$ cat config.mk
export PLATFORM = sky130hd
export DESIGN_NAME = ram_arbiter
export DESIGN_NICKNAME = d
export VERILOG_FILES = /design/src/rtl/ram_arbiter.sv
export SDC_FILE = /design/constraint.sdc
export NUM_CORES = 1
export LEC_CHECK = 0
export ABC_AREA = 1
export ABC_CLOCK_PERIOD_IN_PS = 1820
export CORE_MARGIN = 4
export CORE_UTILIZATION = 40
export CTS_CLUSTER_DIAMETER = 40
export DETAILED_ROUTE_END_ITERATION = 7
export HOLD_SLACK_MARGIN = 0.06
export PLACE_DENSITY_LB_ADDON = 0.2
export SYNTH_ARGS = -nofsm -noshare
export SYNTH_HDL_FRONTEND = slang
export SYNTH_SLANG_ARGS = --single-unit
$ cat constraint.sdc
create_clock -name clk -period 1.82 [get_ports clk]
set_input_delay 0.182 -clock clk [delete_from_list [all_inputs] [get_ports clk]]
set_output_delay 0.182 -clock clk [all_outputs]
set_load 0.02 [all_outputs]
$ cat src/rtl/ram_arbiter.sv
// Round-robin owner of a single-port sync RAM shared by two clients.
// Zero-fills the RAM after reset, then serves one command per cycle with in-order read returns.
module ram_arbiter #(
   parameter int DATA_WIDTH = 8,
   parameter int ADDR_WIDTH = 4
) (
   input  logic                    clk,
   input  logic                    rst,
   input  logic [1:0]              req_valid,
   input  logic [1:0]              req_we,
   input  logic [2*ADDR_WIDTH-1:0] req_addr,
   input  logic [2*DATA_WIDTH-1:0] req_wdata,
   output logic [1:0]              req_ready,
   output logic [1:0]              rsp_valid,
   output logic [DATA_WIDTH-1:0]   rsp_data,
   output logic                    init_done,
   output logic                    ram_we,
   output logic                    ram_re,
   output logic [ADDR_WIDTH-1:0]   ram_addr,
   output logic [DATA_WIDTH-1:0]   ram_wdata,
   input  logic [DATA_WIDTH-1:0]   ram_rdata
);

   typedef enum logic {INIT, RUN} state_t;

   state_t                state_reg;
   logic [ADDR_WIDTH:0]   cnt_reg;
   logic                  last_grant_reg;
   logic                  tag1_valid_reg, tag1_id_reg;
   logic                  tag2_valid_reg, tag2_id_reg;

   logic                  grant_valid;
   logic                  grant_id;
   logic                  handshake;
   logic [ADDR_WIDTH-1:0] addr_sl  [2];
   logic [DATA_WIDTH-1:0] wdata_sl [2];

   genvar gi;
   generate
      for (gi = 0; gi < 2; gi++) begin : g_req
         assign addr_sl[gi]   = req_addr[gi*ADDR_WIDTH +: ADDR_WIDTH];
         assign wdata_sl[gi]  = req_wdata[gi*DATA_WIDTH +: DATA_WIDTH];
         assign req_ready[gi] = handshake && (grant_id == (gi != 0));
      end
   endgenerate

   // Ties go to whichever requester was not granted last.
   always_comb begin
      grant_valid = |req_valid;
      grant_id    = 1'b0;
      if (req_valid == 2'b10)
         grant_id = 1'b1;
      else if (req_valid == 2'b11)
         grant_id = ~last_grant_reg;
   end

   assign handshake = (state_reg == RUN) && grant_valid;

   always_ff @(posedge clk) begin
      if (!rst) begin
         state_reg      <= INIT;
         cnt_reg        <= '0;
         last_grant_reg <= 1'b1;
         ram_we         <= 1'b0;
         ram_re         <= 1'b0;
         ram_addr       <= '0;
         ram_wdata      <= '0;
         init_done      <= 1'b0;
         rsp_valid      <= 2'b00;
         rsp_data       <= '0;
         tag1_valid_reg <= 1'b0;
         tag1_id_reg    <= 1'b0;
         tag2_valid_reg <= 1'b0;
         tag2_id_reg    <= 1'b0;
      end else begin
         // Read data leaves the RAM one edge after re is sampled, so tags ride two stages.
         tag1_valid_reg <= handshake && !req_we[grant_id];
         tag1_id_reg    <= grant_id;
         tag2_valid_reg <= tag1_valid_reg;
         tag2_id_reg    <= tag1_id_reg;
         rsp_valid      <= {tag2_valid_reg && tag2_id_reg, tag2_valid_reg && !tag2_id_reg};
         if (tag2_valid_reg)
            rsp_data <= ram_rdata;

         case (state_reg)
            INIT: begin
               ram_re <= 1'b0;
               if (cnt_reg[ADDR_WIDTH]) begin
                  ram_we    <= 1'b0;
                  init_done <= 1'b1;
                  state_reg <= RUN;
               end else begin
                  ram_we    <= 1'b1;
                  ram_addr  <= cnt_reg[ADDR_WIDTH-1:0];
                  ram_wdata <= '0;
                  cnt_reg   <= cnt_reg + 1'b1;
               end
            end
            RUN: begin
               if (handshake) begin
                  ram_we         <= req_we[grant_id];
                  ram_re         <= ~req_we[grant_id];
                  ram_addr       <= addr_sl[grant_id];
                  ram_wdata      <= wdata_sl[grant_id];
                  last_grant_reg <= grant_id;
               end else begin
                  ram_we <= 1'b0;
                  ram_re <= 1'b0;
               end
            end
            default: state_reg <= INIT;
         endcase
      end
   end

endmodule

Word-level counts from Yosys, hierarchy flattened. Cells that the tools add are included.

Word-level logic and storage cells: 65. Bits of input ports: 38. Output and inout bits: 27. Register bits after elaboration: 36.

Bitwise operators: 6. $add $sub $neg: 1. Equality and inequality tests: 4. Magnitude comparators: 2. Reduce and logical (&&, ||, !) cells: 13. Muxes and demuxes: 24.

Operators by type and width (count): $mux W8 (5); $mux W4 (5); $pmux W8 S2 (1); $mux W1 (9); $pmux W4 S2 (1); $reduce_and A2 Y1 (4); $logic_and A1 B1 Y1 (6); $add A5 B1 Y5 const B (1); $mux W5 (1); $not A1 Y1 (5); $eq A2 B2 Y1 const B (2); $pmux W1 S2 (2); $ge A2 B2 Y1 const B (1); $logic_not A1 Y1 (2); $lt A1 B2 Y1 const B (1); $ne A2 B1 Y1 const B (1); $ne A2 B2 Y1 const B (1); $not A1 Y2 (1); $reduce_or A2 Y1 (1).

Longest topological paths before layout.
Depth in word-level cells: 9. Gate-level depth with buffers: 8. Depth with buffers taken out: 7.

Worst setup path before layout. Ideal clock, no wire load.

Path type: register to output. From: register state_reg. To: output req_ready[0]. Data arrival time: 964 ps. Path slack: 674 ps. Stages on the path, launching flop included: 5. Required time: 1638 ps. Path through: dfxtp_1 -> buf_6 -> o21ai_2 -> buf_2 -> nor2_1.

Cells in the longest elaborated chain, start to end: 2.

Ends and longest elaborated chain: start, declared (line 26) `state_t state_reg;`; start signal, assigned (line 61) `state_reg <= INIT;`; start signal, assigned (line 91) `state_reg <= RUN;`; start signal, assigned (line 111) `default: state_reg <= INIT;`; $logic_and A1 B1 Y1 (line 57) `assign handshake = (state_reg == RUN) && grant_valid;`; $logic_and A1 B1 Y1 (line 43) `assign req_ready[gi] = handshake && (grant_id == (gi != 0));`; end, declared (line 13) `output logic [1:0] req_ready,`.

No other way between the ends.

Worst setup path after layout.
From: input req_valid[0]. To: output req_ready[0].

Cells in the longest elaborated chain, start to end: 5. Elaborated cells on any way between the ends: 8. Classes of those cells: 2 x eq/ne; 2 x mux; 1 x bitwise; 3 x reduce/logical.

Ends and longest elaborated chain: start, declared (line 9) `input logic [1:0] req_valid,`; $eq A2 B2 Y1 (line 53) `else if (req_valid == 2'b11)`; $mux W1 (line 53); $mux W1 (line 51) `if (req_valid == 2'b10)`; $not A1 Y1 (line 43); $logic_and A1 B1 Y1 (*) (line 43).

Mark *: on every way between the ends. The rest lies on a longest branch, timed or not.

==> summary.txt <==
worst-path maximum fanout: 4
GPL Wtd Cong: 0.828
TritonCTS clock tree: built
Root Buffer: clkbuf_8
status: finished, final reports clean
core area: 3720 um2
Setup Fix Bufs, Post-CTS: 0
Pwr Density: 671 nW/um2
critical path's slowest cell: clkdlybuf4s50_1
Worst-Skew Late Latency: 290 ps
I/O pins: 65
Post-DP HPWL: 2710 um
IO buf count: 64
Final #Nets: 314
buffer depth of the longest clock path: 2
crit path DAT: 1340 ps
Crit. Startpoint: req_valid[0]
first-pass GRT wire length: 6330 um
Gate Count Post-Synth: 206
Area Overhead vs Synth: 50.6%
clock skew: 6.05 ps
Setup CP Type: primary input to output port
wire per inst: 11.5 um
worst setup margin: 295 ps
vias in the first global route: 1,471
Synth cell types: 22
most frequent cells in the layout: 62 x clkdlybuf4s50_1, 36 x dfxtp_1, 32 x nand2_1
vias per inst: 4.68
setup_tns: 0 ps
Data required, critical path: 1640 ps
Detailed Route Iter0 Violations: 86
initial cell density of the core: 0.417
post-route minimum period: 1530 ps
clk slew on worst S/H paths: 70 ps
main combinational cell family by area after synthesis: simple AND/OR/NAND/NOR gates
Row Count: 22
Min-Delay Path Class: register to register
Power Total: 1.57 mW
die area: 4940 um2
Slew HR: 0.794
post-synthesis compound-gate area fraction: 0.119
unrepaired setup endpoints after global routing: no
Peak VDD IR: 0.483 mV
Hold-fix buffers, CTS: 0
reg2reg start: state_reg$_SDFF_PN0_
Remaining Overflow, GRT: 0
Pins Over Slew Limit: 0
Buf/Inv on CP: 3
LEAKAGE: 1.01 nW
post-synthesis simple-gate area fraction: 0.299
Final setup viols: 0
detailed-route via count: 1,515
Detail Route Antenna Nets: 0
worst-path cell chain: clkdlybuf4s50_1 -> nand2_2 -> nand2_2 -> inv_2 -> nor2_1 -> dlygate4sd2_1
Fin. Hold Viols: 0
synthesized area per cell: 7.53 um2
delay-heaviest family, CP: buffers and inverters
initial antenna violation count: 0
multiplexer share of the synthesized area: 0
element type at the critical path start: primary input
max-capacitance violation count: 0
post-synthesis sequential area ratio: 0.465
CTS H-tree lvls: 2
DP Worst Slack: 10.2 ps
critical path capture point type: output port
ant diodes: 0
CTS buffer count: 5
XOR/XNOR share of the synthesized area: 0
Hold Path Origin: tag1_valid_reg$_SDFF_PN0_
final period utilization: 0.838
synthesized area: 1550 um2
largest stage delay on the critical path: 530 ps
syn_nets: 245
largest net degree at the start of global routing: 21
leading cell type in the layout, fill and taps excluded: clkdlybuf4s50_1
DRT Pass-1 Iters: 4
most used cell, CP: nand2_2
Die W: 70.3 um
fmax: 656 MHz
worst hold slack: 422 ps
layout cell share with drive strength beyond 1: 0.109
Adder-Cell Fraction of Synth Area: 0.00807
Routed WL: 3740 um
gr usage total: 0.160
Worst Max-Slew Pin Slew: 309 ps
Yosys warnings: 0
Synth Register Bits: 36
Die Span Y: 70.3 um
CTS sink cnt: 36
DR DRC count: 0
[final cells by class]
type,count,area [um2]
clock buffers,8,90.1
fillers,340,1380
inverters,25,93.8
multi-input cells,134,661
flip-flops and latches,36,721
well taps,48,60.1
repair buffers,73,709
[worst reg2reg max path: stages, from the launching register on]
cell and delay, ps:
dfxtp_1 380, o21ai_2 80, buf_4 210, nor2_2 210
o211ai_1 130, nand2_1 70
[cell families (layout without fill, tap and decap cells)]
kind of cell	count (synthesis)	after routing
buffers and inverters	36	106
AO/OA/AOI/OAI	33	33
adder cells (fa/ha/maj)	1	1
flip-flops	36	36
AND/OR/NAND/NOR	100	100
[report_power, final]
part	internal (mW)	total (mW)	switching [mW]
clock network	0.309	0.581	0.272
logic	0.109	0.179	0.0696
registers	0.800	0.808	0.00828
total	1.22	1.57	0.350
[worst paths after layout]
check	endpoint	slack, ps	cells after the start
worst max-delay path	req_ready[0]	290	6
worst min-delay path	tag2_valid_reg$_SDFF_PN0_	420	2
worst max register to register	ram_wdata[1]$_SDFFE_PN0P_	680	5
worst min register to register	tag2_valid_reg$_SDFF_PN0_	420	2
[per-layer routing]
layer	share of wire	vias up	track usage
met4	0.016	0	0.0638
met2	0.42	51	0.239
met5	0	-	0
met3	0.093	6	0.0763
li1	-	799	-
met1	0.47	659	0.198
[synthesized netlist by cell type, drive strengths merged]
library cell,instances,area (um2)
a21oi,14,70.1
dfxtp,36,721
nand2,36,145
buf,11,75.1
clkinv,1,3.75
inv,24,90.1
nand3,24,120
o21ai,14,77.6
ha,1,12.5
nor3,3,25.0
o21a,1,7.51
nor2,30,120
nand3b,7,52.6
o211ai,4,30.0
[through the flow]
| step | cells | utilization | cell area [um2] |
|---|---|---|---|
| after floorplan | 206 | - | 1550 |
| after global placement | 316 | 0.604 | 2240 |
| after detailed placement | 316 | 0.604 | 2240 |
| after CTS | 324 | 0.628 | 2330 |
| after global routing | 324 | 0.628 | 2330 |
| final | 324 | 0.628 | 2330 |
[what timing repair did]
item,in CTS,in global routing
pin swaps,0,0
resized for setup,1,1
gates cloned,0,0
endpoints found under the setup margin,1,1
hold endpoints to repair,0,0
Note: power is estimated with default switching activity, not from simulation.
==> patch (config.mk and constraints unchanged) <==
`DATA_WIDTH`: 8 -> 9.
--- a/src/rtl/ram_arbiter.sv
+++ b/src/rtl/ram_arbiter.sv
@@ -2,5 +2,5 @@
 // Zero-fills the RAM after reset, then serves one command per cycle with in-order read returns.
 module ram_arbiter #(
-   parameter int DATA_WIDTH = 8,
+   parameter int DATA_WIDTH = 9,
    parameter int ADDR_WIDTH = 4
 ) (
Ports: changed (resized ram_rdata, ram_wdata, req_wdata and rsp_data); port bits go from 65 to 70. The function was not compared with the original's and may differ.
==> patch against the original RTL <==
Maximum frequency is 3.1% lower. Sequential cell count up 2. Clock power decreased by 8.8%. Power grew 0.79%. First-iteration DRC count up 29%. Count of clock-buffer cells in the layout down 1. Global-route usage up 1.4 points. Cell area grew 6.1%. Sequential share of layout area fell by 0.095 points. Register-to-register slack got worse by 60 ps. Worst setup slack lost 49 ps. Synthesized area rose by 5.1%. Routed wire length is 18% higher. Critical path type unchanged. Highest routed layer unchanged.
==> patch: results (changes against the original RTL) <==
[status]
outcome=complete, no violations

[drt]
drt-vias-per-instance=4.77  ; +2.0%
wl_per_cell_um=12.8  ; +10%
wl_um=4410  ; +18%
dr.first_iter.drc_count=111  ; +29%

[power_and_ir_drop]
peakVddDrop_mv=0.538  ; +11%
p_seq_share_pct=53.9  ; +2.4 points
comb-power_mw=0.198  ; +11%
p_leak_nw=1.06  ; +4.6%
p_comb_share_pct=12.5  ; +1.1 points

[clock_tree]
cts-root-buf=clkbuf_8
postCtsSetupBuffers=0  ; unchanged
post_cts_resize_count=2  ; +1

[global_route]
grt_pass1_wl_um=7060  ; +11%
track_usage_pct=17.4  ; +1.4 points
grt_pass1_vias=1554  ; +5.6%

[synth]
synth_adder_area_share_pct=0.768  ; -0.039 points
synth_area_leaders=dfxtp_1, nand3_1, nand2_1, nor2_1, a21oi_1
synth_compound_area_share_pct=11.6  ; -0.35 points
synth_commonest_cells=dfxtp_1, nand2_1, nor2_1
syn_nets=264  ; +7.8%
ys_seq_elements=38  ; +5.6%
avgSynthCellArea_sq_um=7.34  ; -2.5%

[sta]
relSlewSlack_pct=75.8  ; -3.5 points

[cells_and_area]
fin_area_sq_mm=0.00248  ; +6.1%
fillCellCount=354  ; +4.1%
drive_gt1_share_pct=7.72  ; -3.2 points
inverters=27  ; +8.0%
clkCellAreaFrac_pct=3.08  ; -0.78 points
multi_input_area_share_pct=28.0  ; -0.25 points
buffers=81  ; +11%
clkbuf_count=7  ; -1
multi_input_gates=145  ; +8.2%
regArea_sq_um=762  ; +5.7%

[placed_design]
dpl_worst_slack_ps=-27.7  ; -38.0 ps
place_area_sq_mm=0.00240  ; +6.9%
port_buffers=69  ; +7.8%
hpwlAfterDp_um=3330  ; +23%

[setup_path]
arrival_ps=1390  ; +50 ps

[die]
core_sq_mm=0.00380  ; +2.2%

## patch: cell types whose count changed in the layout (fill, tap and decap cells not counted), moves of 2 or more
cell and change:
nor3_1 +2, nor3_2 -2, a21oi_1 +5, o21ai_1 +2, nor2_2 -2, nand2_2 -2
nand3_1 +4, inv_1 +4, nand3b_1 +4, inv_2 -3, nor2_1 +3, o211ai_1 -3
clkdlybuf4s50_1 +5, buf_4 +3
## patch: worst paths after layout
| path | start | cells past startpoint | to | slack, ps |
|---|---|---|---|---|
| setup / recovery | req_valid[0] | 6 | req_ready[0] | 250 |
| hold / removal | tag1_id_reg | 2 | tag2_id_reg | 410 |
| setup reg to reg | state_reg | 4 | ram_wdata[8] | 620 |
| hold reg to reg | tag1_id_reg | 2 | tag2_id_reg | 410 |
## patch: metal layers
layer / vias up / track usage (%) / wire length (um)
li1: 865 / - / -
met3: 4 / 4.07 / 178
met1: 747 / 21.6 / 1950
met5: - / 0 / 0
met4: 0 / 6.05 / 46
met2: 35 / 29.3 / 2240
